$ cat config.mk
export PLATFORM = sky130hd
export DESIGN_NAME = corrector_secded_param
export DESIGN_NICKNAME = d
export VERILOG_FILES = /design/src/rtl/corrector_secded_param.sv
export SDC_FILE = /design/constraint.sdc
export NUM_CORES = 1
export LEC_CHECK = 0
export ABC_AREA = 1
export BUFFER_PORTS_ARGS = -buffer_cell sky130_fd_sc_hd__buf_4
export CAP_MARGIN = 25
export CORE_AREA = 2 2 102 124
export DETAILED_ROUTE_END_ITERATION = 8
export DIE_AREA = 0 0 104 126
export GPL_TIMING_DRIVEN = 0
export HOLD_SLACK_MARGIN = 0.06
export PLACE_DENSITY_LB_ADDON = 0.3
export SLEW_MARGIN = 10
export SYNTH_ARGS = -nofsm -noshare
export SYNTH_HDL_FRONTEND = slang
export SYNTH_SLANG_ARGS = --single-unit
$ cat constraint.sdc
create_clock -name reloj -period 1.65 [get_ports reloj]
set_clock_uncertainty 0.2 [all_clocks]
set_input_delay 0.165 -clock reloj [delete_from_list [all_inputs] [get_ports reloj]]
set_output_delay 0.165 -clock reloj [all_outputs]
set_load 0.05 [all_outputs]
$ cat src/rtl/corrector_secded_param.sv
// corrector_secded_param: two-stage pipelined SECDED (extended Hamming) decoder.
// It computes the syndrome and overall parity of a received codeword and
// corrects single errors unless detect-only mode is selected. It also keeps
// saturating error counters and a sticky double-error flag.
// Ports:
//   reloj, rst_n                  clock, async active-low reset
//   in_valid/in_ready/recibido    input handshake and raw codeword (N bits)
//   corregir_en                   1 = correct single errors, 0 = detect only
//   out_valid/out_ready           output handshake
//   palabra_corregida, corregido  corrected codeword and extracted data bits
//   sindrome, error_simple/doble  syndrome and error classification
//   clr_cnt, cnt_simple/doble     counter clear and error-event counters
//   led_doblerror                 sticky double-error flag
module corrector_secded_param #(
    parameter int unsigned DATA_W = 4,
    parameter int unsigned CNT_W  = 16,
    localparam int unsigned P = (DATA_W <= 4)  ? 3 :
                                (DATA_W <= 11) ? 4 :
                                (DATA_W <= 26) ? 5 : 6,
    localparam int unsigned N = DATA_W + P + 1
) (
    input  logic              reloj,
    input  logic              rst_n,
    input  logic              in_valid,
    output logic              in_ready,
    input  logic [N-1:0]      recibido,
    input  logic              corregir_en,
    output logic              out_valid,
    input  logic              out_ready,
    output logic [N-1:0]      palabra_corregida,
    output logic [DATA_W-1:0] corregido,
    output logic [P-1:0]      sindrome,
    output logic              error_simple,
    output logic              error_doble,
    input  logic              clr_cnt,
    output logic [CNT_W-1:0]  cnt_simple,
    output logic [CNT_W-1:0]  cnt_doble,
    output logic              led_doblerror
);

    localparam logic [P-1:0] S_MAX = P'(N - 1);

    // Bit index in the codeword of data bit j (j-th non-power-of-two position).
    function automatic int unsigned data_idx(input int unsigned j);
        int unsigned cnt;
        cnt      = 0;
        data_idx = 0;
        for (int unsigned pos = 1; pos < 64; pos++) begin
            if ((pos & (pos - 1)) != 0) begin
                if (cnt == j) data_idx = pos - 1;
                cnt++;
            end
        end
    endfunction

    logic              v1, ce1, p1;
    logic [N-1:0]      r1;
    logic [P-1:0]      s1;
    logic              load1, load2, xfer;
    logic [P-1:0]      s_c;
    logic              p_c;
    logic              in_range_c, single_c, double_c;
    logic [N-1:0]      flip_c, word_c;
    logic [DATA_W-1:0] data_c;

    assign load2    = ~out_valid | out_ready;
    assign load1    = ~v1 | load2;
    assign in_ready = load1;
    assign xfer     = out_valid & out_ready;

    // Syndrome and overall parity of the raw codeword.
    always_comb begin
        s_c = '0;
        for (int i = 0; i < N - 1; i++) begin
            if (recibido[i]) s_c = s_c ^ P'(i + 1);
        end
        p_c = ^recibido;
    end

    // Classification and one-hot flip mask from the stage-1 syndrome.
    always_comb begin
        in_range_c = (s1 <= S_MAX);
        single_c   = p1 & in_range_c;
        double_c   = (p1 & ~in_range_c) | (~p1 & (s1 != '0));
        flip_c     = '0;
        for (int i = 0; i < N - 1; i++) begin
            flip_c[i] = (s1 == P'(i + 1));
        end
        // Zero syndrome with odd parity means the overall parity bit itself flipped.
        flip_c[N-1] = (s1 == '0);
        word_c      = r1 ^ (flip_c & {N{single_c & ce1}});
    end

    for (genvar j = 0; j < DATA_W; j++) begin : g_data
        assign data_c[j] = word_c[data_idx(j)];
    end

    // Stage 1: capture raw word, mode, syndrome and parity.
    always_ff @(posedge reloj or negedge rst_n) begin
        if (!rst_n) begin
            v1  <= 1'b0;
            r1  <= '0;
            ce1 <= 1'b0;
            s1  <= '0;
            p1  <= 1'b0;
        end else if (load1) begin
            v1 <= in_valid;
            if (in_valid) begin
                r1  <= recibido;
                ce1 <= corregir_en;
                s1  <= s_c;
                p1  <= p_c;
            end
        end
    end

    // Stage 2: corrected word and flags; holds while the consumer stalls.
    always_ff @(posedge reloj or negedge rst_n) begin
        if (!rst_n) begin
            out_valid         <= 1'b0;
            palabra_corregida <= '0;
            corregido         <= '0;
            sindrome          <= '0;
            error_simple      <= 1'b0;
            error_doble       <= 1'b0;
        end else if (load2) begin
            out_valid <= v1;
            if (v1) begin
                palabra_corregida <= word_c;
                corregido         <= data_c;
                sindrome          <= s1;
                error_simple      <= single_c;
                error_doble       <= double_c;
            end
        end
    end

    // Saturating counters and sticky LED, updated on output transfers.
    always_ff @(posedge reloj or negedge rst_n) begin
        if (!rst_n) begin
            cnt_simple    <= '0;
            cnt_doble     <= '0;
            led_doblerror <= 1'b0;
        end else if (clr_cnt) begin
            cnt_simple    <= '0;
            cnt_doble     <= '0;
            led_doblerror <= 1'b0;
        end else if (xfer) begin
            if (error_simple && (cnt_simple != '1)) cnt_simple <= cnt_simple + CNT_W'(1);
            if (error_doble && (cnt_doble != '1))   cnt_doble  <= cnt_doble + CNT_W'(1);
            if (error_doble)                        led_doblerror <= 1'b1;
        end
    end

endmodule

==> results.sh <==
export IMPL_dp_cells=704
export IMPL_relSlewSlack=0.464
export IMPL_ff2ff_setup_slack_ns=-0.08
export IMPL_ios=66
export IMPL_power_density_nw_per_um2=1120
export IMPL_synthesis_area_um2=3520
export IMPL_crit_buf_inv=1
export IMPL_ys_top_cells_by_area="dfrtp_1, nand2_1, nand3_1, nor2_1, xor2_1"
export IMPL_numPortBuffers=65
export IMPL_whs_path_depth=4
export IMPL_worstSetupStartpointType="flip-flop"
export IMPL_synthCells=478
export IMPL_fillers=1223
export IMPL_ir_drop_mv=0.485
export IMPL_holdWs_ns=0.0515
export IMPL_start_util=0.296
export IMPL_period_minus_slack_ns=1.73
export IMPL_synth_seq_cells=61
export IMPL_finalHoldViolations=0
export IMPL_cts_sinks=61
export IMPL_clock_latency_ns=0.33
export IMPL_cts_tree="built"
export IMPL_grt_pass1_vias=3283
export IMPL_grt_pass1_wl_um=15800
export IMPL_die_w_um=104
export IMPL_r2r_end="cnt_doble[9]"
export IMPL_antenna_found_initial=0
export IMPL_gp_congestion=0.857
export IMPL_wirelength_um=9720
export IMPL_cp_arrival_ns=1.75
export IMPL_drt_first_iter_violations=120
export IMPL_leakagePower_uw=0.00243
export IMPL_die_h_um=126
export IMPL_yosysUniqueCellTypes=29
export IMPL_worstMarginPinSlew_ns=0.805
export IMPL_synth_avg_cell_area_um2=7.36
export IMPL_grt_overflow=0
export IMPL_rr_startpoint="cnt_doble[1]"
export IMPL_ant_nets=0
export IMPL_crit_top_cell="nand2_4"
export IMPL_rsz0062_at_grt="yes"
export IMPL_synth_top_area_frac=0.434
export IMPL_cts_clk_slew_worst_paths_ns=0.05
export IMPL_min_from="clr_cnt"
export IMPL_final_core_util=0.430
export IMPL_fp_row_count=44
export IMPL_synth_nets=494
export IMPL_seq_area_um2=1570
export IMPL_viasPerCell=4.58
export IMPL_yosysSeqAreaShare=0.434
export IMPL_cp_cell_sequence="ha_4 -> nand2_4 -> nor2_4 -> nand2_2 -> nor2_4 -> nand2_2 -> nand2_4 -> nand2_4 -> buf_6 -> nand2_1 -> nand2_1"
export IMPL_setup_violations_final=24
export IMPL_multiInputGateArea_um2=2000
export IMPL_fin_crit_sh=1.05
export IMPL_path_class="reg2reg"
export IMPL_setup_ws_ns=-0.0776
export IMPL_status="finished, violations left"
export IMPL_hold_path_class="in2reg"
export IMPL_drv_slew=0
export IMPL_critical_path_required_ns=1.67
export IMPL_dp_hpwl_um=6710
export IMPL_yosys_warnings=0
export IMPL_ctsHoldBuffers=13
export IMPL_synth_largest_area_cell="dfrtp_1"
export IMPL_fin_setup_tns_ns=-1.01
export IMPL_grt_max_degree=62
export IMPL_crit_family="simple AND/OR/NAND/NOR gates"
export IMPL_h_tree_depth=3
export IMPL_crit_path_max_fanout=5
export IMPL_cts_root_buf="clkbuf_16"
export IMPL_drive_gt1_frac=0.340
export IMPL_fmax_mhz=579
export IMPL_violations="negative setup slack"
export IMPL_cap_violations=0
export IMPL_post_drt_wl_per_cell_um=12.9
export IMPL_drc_errors=0
export IMPL_layout_cells_non_filler=753
export IMPL_n_antenna_cell=0
export IMPL_hold_end="cnt_simple[4]"
export IMPL_nets=603
export IMPL_cts_buffer_depth=2
export IMPL_dieArea_um2=13100
export IMPL_cpPeakStageDelay_ns=0.39
export IMPL_firstDrtPassIters=4
export IMPL_track_usage=0.150
export IMPL_numCtsBuffers=9
export IMPL_area_growth_pct=45.2
export IMPL_r2r_cells=11
export IMPL_vias=3451
export IMPL_worstSetupEndpointType="flip-flop"
export IMPL_core_um2=11900
export IMPL_slowest_stage="dfrtp_2"
export IMPL_power_total_uw=5730
[layer usage]
metal  global-route usage  vias to the layer above  part of all wire
met3               0.0311                        8             0.030
met5                    0                        -                 0
li1                     -                     1732                 -
met1                0.179                     1654              0.44
met2                0.266                       57              0.52
met4               0.0548                        0             0.013
[sequential cells by signal, indices dropped and copies added (netlist names)]
name and cells:
s1 3, v1 1, palabra_corregida 8, r1 8
error_simple 1, out_valid 1, cnt_simple 16, led_doblerror 1
cnt_doble 16, p1 1, ce1 1, error_doble 1
sindrome 3
[cells by family (layout without fill, tap and decap cells)]
| logic type | Yosys count | in the layout | synth area share |
|---|---|---|---|
| AND/OR/NAND/NOR | 289 | 290 | 0.350 |
| flip-flops | 61 | 61 | 0.434 |
| buffers and inverters | 56 | 169 | 0.0675 |
| AO/OA/AOI/OAI | 37 | 37 | 0.0594 |
| XOR/XNOR | 33 | 33 | 0.0821 |
| adder cells (fa/ha/maj) | 2 | 2 | 0.00711 |
[through the flow]
step / setup WS (ns) / instance area (um^2)
floorplan: -0.186 / 3630
global placement: -0.232 / 4320
detailed placement: -0.271 / 4320
CTS: -0.0864 / 4940
global route: -0.156 / 5110
finish: -0.0776 / 5110
[cell usage after synthesis, drive strengths merged]
master,instances
nor3,5
nand3,45
ha,2
o21bai,3
buf,9
inv,39
clkbuf,6
nand3b,2
o21ai,27
dfrtp,61
a21oi,5
xnor2,12
nand2,167
clkinv,2
xor2,21
nor2,60
nand4,10
a21boi,1
o21a,1
[final cells by class]
class	count	share of cell area
Multi-Input combinational cell	362	0.392
Clock inverter	4	0.0137
Inverter	41	0.0301
Tap cell	161	0.0394
Timing Repair Buffer	97	0.150
Sequential cell	61	0.306
Buffer	15	0.0181
Clock buffer	12	0.0502
[worst register-to-register path, delay by kind of cell, from the launching register on]
family / cells / cell delay, ns
and+or+nand+nor: 9 / 0.72
DFF: 1 / 0.39
adders and majority gates: 1 / 0.15
buffers and inverters: 1 / 0.14
[power by group]
part | total (uW) | switching [uW] | leakage [uW] | internal, uW
registers | 1880 | 178 | 0.000751 | 1700
clock network | 2080 | 684 | 0.000163 | 1400
logic | 1760 | 1180 | 0.00152 | 578
[cell usage in the layout (no fill, tap or decap), types with 3 or more instances in the layout]
| master | instances |
|---|---|
| clkbuf_2 | 4 |
| clkbuf_1 | 3 |
| dlygate4sd3_1 | 13 |
| nand3_2 | 4 |
| nor2_1 | 46 |
| nand2_2 | 19 |
| clkbuf_16 | 9 |
| dfrtp_1 | 29 |
| nand3_1 | 41 |
| nor3_1 | 4 |
| o21ai_0 | 22 |
| o21ai_1 | 3 |
| nand2_4 | 10 |
| dfrtp_2 | 32 |
| a21oi_2 | 4 |
| xnor2_1 | 11 |
| nand4_1 | 10 |
| nand2_1 | 139 |
| nor2_2 | 6 |
| inv_1 | 39 |
| xor2_1 | 21 |
| buf_4 | 86 |
| nor2_4 | 8 |
| buf_6 | 4 |
[worst max path at each step]
| stage | startpoint | end | slack, ns | depth (start not counted) |
|---|---|---|---|---|
| 6_report | cnt_doble[1] | cnt_doble[9] | -0.08 | 11 |
| 3_5_place_dp | out_valid | cnt_doble[0] | -0.27 | 5 |
| 3_3_place_gp | out_valid | cnt_doble[6] | -0.23 | 5 |
| 4_1_cts | cnt_doble[1] | cnt_doble[10] | -0.09 | 11 |
| 5_1_grt | cnt_doble[1] | cnt_doble[9] | -0.16 | 11 |
| 2_1_floorplan | cnt_doble[0] | cnt_doble[13] | -0.19 | 11 |
[repair_timing]
action                                 in CTS  in global routing
gates cloned                                2                  1
pin swaps                                   6                 19
buffers inserted                           12                  5
gates resized for setup                    16                 46
setup endpoints to repair                  32                 50
endpoints found under the hold margin      76                  1
Note: power is estimated with default switching activity, not from simulation.
